**config.mk**
```make
export PLATFORM = sky130hd
export DESIGN_NAME = param_sync_counter
export DESIGN_NICKNAME = d
export VERILOG_FILES = /design/src/rtl/param_sync_counter.sv
export SDC_FILE = /design/constraint.sdc
export NUM_CORES = 1
export LEC_CHECK = 0
export ABC_AREA = 1
export ABC_CLOCK_PERIOD_IN_PS = 2350
export BUFFER_PORTS_ARGS = -buffer_cell sky130_fd_sc_hd__clkbuf_2
export CORE_MARGIN = 8
export CORE_UTILIZATION = 51
export CTS_CLUSTER_DIAMETER = 100
export DETAILED_ROUTE_END_ITERATION = 10
export PLACE_DENSITY_LB_ADDON = 0.08
export SETUP_SLACK_MARGIN = 0.3
export SLEW_MARGIN = 25
export SYNTH_ARGS = -nofsm -noshare
export SYNTH_HDL_FRONTEND = slang
export SYNTH_SLANG_ARGS = --single-unit
```
**constraint.sdc**
```tcl
create_clock -name clk -period 2.35 [get_ports clk]
set_clock_uncertainty 0.15 [all_clocks]
set_input_delay 0.3525 -clock clk [delete_from_list [all_inputs] [get_ports clk]]
set_output_delay 0.3525 -clock clk [all_outputs]
set_load 0.02 [all_outputs]
```
**src/rtl/param_sync_counter.sv**
```systemverilog
// Purpose : parameterised up/down counter over 0..MAX_VAL with wrap or saturate
//           at the range ends, clamped parallel load, a wrap pulse and a sticky
//           overflow flag.
// Latency : one clock from sampled rst/load/en to q, wrap and ovf. tc is
//           combinational from q and up_dn.
// Backpressure: none. The counter accepts its controls every cycle and never stalls.
//
// Ports
//   clk      : single clock; all state updates on the rising edge
//   rst      : synchronous active-high reset (q=0, wrap=0, ovf=0)
//   en       : count enable
//   up_dn    : direction, 1 = up, 0 = down
//   sat      : boundary mode, 1 = saturate at the range end, 0 = wrap around
//   load     : parallel load strobe; has priority over en
//   load_val : value to load; values above MAX_VAL are clamped to MAX_VAL
//   clr_ovf  : clears ovf; a boundary event on the same edge wins
//   q        : registered count, always within 0..MAX_VAL
//   tc       : terminal count for the current direction
//   wrap     : one-cycle pulse after a wrap-around (sat=0 boundary event)
//   ovf      : sticky flag, set by any boundary event in either sat mode
module param_sync_counter #(
  parameter int WIDTH   = 8,
  parameter int MAX_VAL = 2**WIDTH-1
) (
  input  logic             clk,
  input  logic             rst,
  input  logic             en,
  input  logic             up_dn,
  input  logic             sat,
  input  logic             load,
  input  logic [WIDTH-1:0] load_val,
  input  logic             clr_ovf,
  output logic [WIDTH-1:0] q,
  output logic             tc,
  output logic             wrap,
  output logic             ovf
);

  // MAX_VAL is an int, so WIDTH is capped at 31. This keeps the full range
  // representable in the parameter.
  if (WIDTH < 1 || WIDTH > 31) begin : g_bad_width
    $error("param_sync_counter: WIDTH=%0d out of range 1..31", WIDTH);
  end

  if (MAX_VAL < 1 || longint'(MAX_VAL) > ((longint'(1) << WIDTH) - 1)) begin : g_bad_max
    $error("param_sync_counter: MAX_VAL=%0d out of range 1..2**%0d-1", MAX_VAL, WIDTH);
  end

  localparam logic [WIDTH-1:0] MAX_Q = WIDTH'(MAX_VAL);
  localparam logic [WIDTH-1:0] ONE_Q = WIDTH'(1);

  logic at_max;
  logic at_zero;

  // A boundary event is an enabled count while sitting on tc. The direction
  // decides which end of the range is the boundary. The same term drives both
  // the tc output and the counting decision, so the two cannot disagree.
  always_comb begin
    at_max  = (q == MAX_Q);
    at_zero = (q == '0);
    tc      = up_dn ? at_max : at_zero;
  end

  always_ff @(posedge clk) begin
    if (rst) begin
      q    <= '0;
      wrap <= 1'b0;
      ovf  <= 1'b0;
    end else if (load) begin
      // A load is not a boundary event. It leaves ovf alone except for an
      // explicit clear.
      q    <= (load_val > MAX_Q) ? MAX_Q : load_val;
      wrap <= 1'b0;
      if (clr_ovf) begin
        ovf <= 1'b0;
      end
    end else if (en) begin
      if (tc) begin
        // In saturate mode q simply holds. The overflow is still recorded.
        if (!sat) begin
          q <= up_dn ? '0 : MAX_Q;
        end
        wrap <= ~sat;
        ovf  <= 1'b1;
      end else begin
        // Not on the boundary, so the step stays inside 0..MAX_VAL. This holds
        // even when MAX_VAL is below the natural top of the register.
        q    <= up_dn ? (q + ONE_Q) : (q - ONE_Q);
        wrap <= 1'b0;
        if (clr_ovf) begin
          ovf <= 1'b0;
        end
      end
    end else begin
      wrap <= 1'b0;
      if (clr_ovf) begin
        ovf <= 1'b0;
      end
    end
  end

endmodule

```
==> qor_table.md <==
| Item | This run |
|---|---|
| Status | complete, no violations |
| Clock Latency Late Sink | 260 ps |
| Achievable clock frequency | 513 MHz |
| Hold Vio Cnt, Final | 0 |
| Clock tree from TritonCTS | yes |
| Overall global routing resource usage | 16.2% |
| Inserted Clock Buffers | 3 |
| Share of the synthesized area in the top cell type | 22.1% |
| Worst setup slack after placement | 282 ps |
| Mean post-synth cell area | 6.16 um^2 |
| Post-detailed-route wirelength per cell | 12.5 um |
| Worst min-delay path class | in -> reg |
| Final Wtd Congestion | 0.851 |
| Count of buffers inserted at the top-level ports | 25 |
| Basic-gate share of the synthesized area counting and, or, nand and nor cells | 40.9% |
| Area occupied by multi-input gates | 632 um^2 |
| Hold Worst Slack | 129 ps |
| Post-DP HPWL | 2.03 mm |
| Leading cell types by total area after synthesis | dfxtp_1 22%, nand2_1 14%, nor2_1 14% |
| Detailed Route Iter0 Violations | 25 |
| Clock slew at reported path FFs | 70 ps |
| Main combinational cell family by area after synthesis | simple AND/OR/NAND/NOR gates |
| Number of buffers added for setup after CTS | 0 |
| Final #Nets | 198 |
| Floorplan core area | 1710 um^2 |
| Height of the chip | 58.1 um |
| Post-synthesis compound-gate area fraction | 15.5% |
| Post-synthesis sequential area ratio | 22.1% |
| Main flop type after synthesis | dfxtp_1 |
| Fin crit share | 83.0% |
| Setup-failing EPs final | 0 |
| Root buffer cell | clkbuf_4 |
| Post-synth top cells | 34 x nand2_1, 34 x nor2_1, 16 x inv_1 |
| DR vias/cell | 5.03 |
| Most area-hungry cell type in the Yosys netlist | dfxtp_1 |
| Kind of end point of the critical path | output pin |
| Startpoint type of the worst setup path | register |
| Cell area after synthesis | 906 um^2 |
| Adder and majority cell fraction of the synthesized area | 10.5% |
| Maximum vdd ir drop | 0.000324 V |
| PnR worst setup slack | 399 ps |
| Post-layout minimum cycle time | 1950 ps |
| Worst slew margin relative to its limit | 78.4% |
| Total Routed Length | 2.49 mm |
| Number of distinct standard cells referenced by the synthesized netlist | 23 |
| Multiplexer area fraction after synthesis | 0% |
| Global-route wire length before repair | 4.40 mm |
| Initial antenna violation count | 0 |
| Number of filler cells placed in the layout | 180 |
| Transition at the pin with the smallest max-transition slack | 323 ps |
| Horiz. Die Dim | 58.1 um |
| Die area | 3380 um^2 |
| Post-synthesis register bit count | 10 |
| Number of clock sinks seen by CTS | 10 |
| Register-to-Register Setup Slack | 580 ps |
| Number of warnings reported in the yosys synthesis log | 0 |
| Vias post-DR | 1,006 |
| Cts-stage hold buffer count | 0 |
| Total gr overflow | 0 |
| Number of placement rows | 15 |
| Worst setup path class | reg -> out |
| Pin count of the biggest net entering global routing | 10 |
| Post-Place Cell Area | 1060 um^2 |
| Number of H-tree levels | 1 |
| Critical Path Fanout Max | 6 |
| Cell area after layout | 1100 um^2 |
| Maximum clock path buffer count | 2 |
| Syn Inst Count | 147 |
| Post-synth EDFFs | 0 |
| Power per unit of standard cell area | 542 nW/um^2 |
| Number of inserted diodes | 0 |
| FF-to-FF End | q[7] |
| FF-to-FF path depth | 10 |
| Critical path arrival | 1450 ps |
| Effective utilization at floorplan | 53.0% |
| Max Cap Viol | 0 |
| Detailed Routing Iterations Pass 1 | 5 |
| Start point of the critical path | q[5] |
| Unrepaired setup endpoints after global routing | no |
| Total leakage power | 0.592 nW |
| Share of async-settable or async-resettable flops after synthesis | 0% |
| RR Startpoint | q[4] |
| I/O pin total | 26 |
| Capturing instance or port of the critical path | tc |
| Layout area overhead | 21.3% |
| Number of nets in the synthesized netlist | 169 |
| DRC viols | 0 |
| Max Transition Viols Final | 0 |
| Xor/xnor share of the synthesized area | 2.90% |
| Required @ worst endpoint | 1850 ps |
| Vias in the first global route | 1,068 |
| Accumulated negative setup slack | 0 ps |
| Total area of sequential cells | 204 um^2 |
| Layout cell share with drive strength beyond 1 | 26.9% |
| Residual antenna-violating net count after detailed routing | 0 |
power breakdown:
group | switching (mW) | leakage [nW] | internal [mW]
sequential | 0.0268 | 0.0836 | 0.185
combinational | 0.142 | 0.487 | 0.0868
clock | 0.0606 | 0.0210 | 0.0940
cells in the final DEF (no fill, tap or decap):
cell type,count
o21ai_4,1
a21oi_2,3
inv_4,1
xor2_1,3
nand2_1,34
nand3_1,8
fa_1,1
nand3_2,2
dfxtp_2,3
ha_1,6
or2_1,1
a21oi_1,11
nand4_1,1
clkbuf_8,1
clkinv_1,1
clkbuf_4,3
or2_2,2
o21ai_0,3
inv_1,16
nand2_4,1
o21ai_2,2
nand2_2,3
nor2_1,34
o21ai_1,2
dfxtp_1,7
clkbuf_2,25
metal layers:
layer | track usage (%) | share of wire (%) | vias up
li1 | - | - | 527
met1 | 17.0 | 43 | 458
met2 | 29.9 | 52 | 19
met3 | 4.42 | 4.3 | 2
met4 | 5.59 | 0.52 | 0
met5 | 0 | 0 | -
state kept, by name, summed over array words and instances, names as in the netlist:
signal / count
q: 8
ovf: 1
wrap: 1
area by class of cell:
cell class	count	area share, %
Timing Repair Buffer	25	11.4
Sequential cell	10	18.6
Tap cell	25	2.85
Inverter	18	6.38
Multi-Input combinational cell	118	57.5
Clock buffer	4	3.30
cells by family after synthesis:
group	Yosys count
flops	10
buf+inv	19
compound gates	22
fa+ha+maj	7
simple gates	86
xor+xnor	3
metrics by stage:
stage	std cells	power, mW	utilization (%)
CTS	200	0.598	64.1
global route	200	0.643	64.3
floorplan	147	0.374	-
global placement	196	0.436	62.0
detailed placement	196	0.441	62.0
finish	200	0.596	64.3
worst max-delay path, cell delays in order, from the launching register on:
cell and delay [ps]:
dfxtp_1 470, nand2_1 90, nor2_1 180, nand2_2 120
o21ai_4 120, clkbuf_2 220
worst min-delay path by stage:
stage	from	end	slack [ps]	depth (start not counted)
after floorplan	sat	wrap	270	1
after global placement	ovf	ovf	310	2
after detailed placement	ovf	ovf	320	2
after CTS	clr_ovf	ovf	120	2
after global routing	clr_ovf	ovf	120	2
final	clr_ovf	ovf	130	2
repair_timing:
action | 4_1_cts | 5_1_grt
endpoints found under the hold margin | 0 | 0
resized for setup | 0 | 3
setup endpoints to repair | 0 | 1
Note: power is estimated with default switching activity, not from simulation.
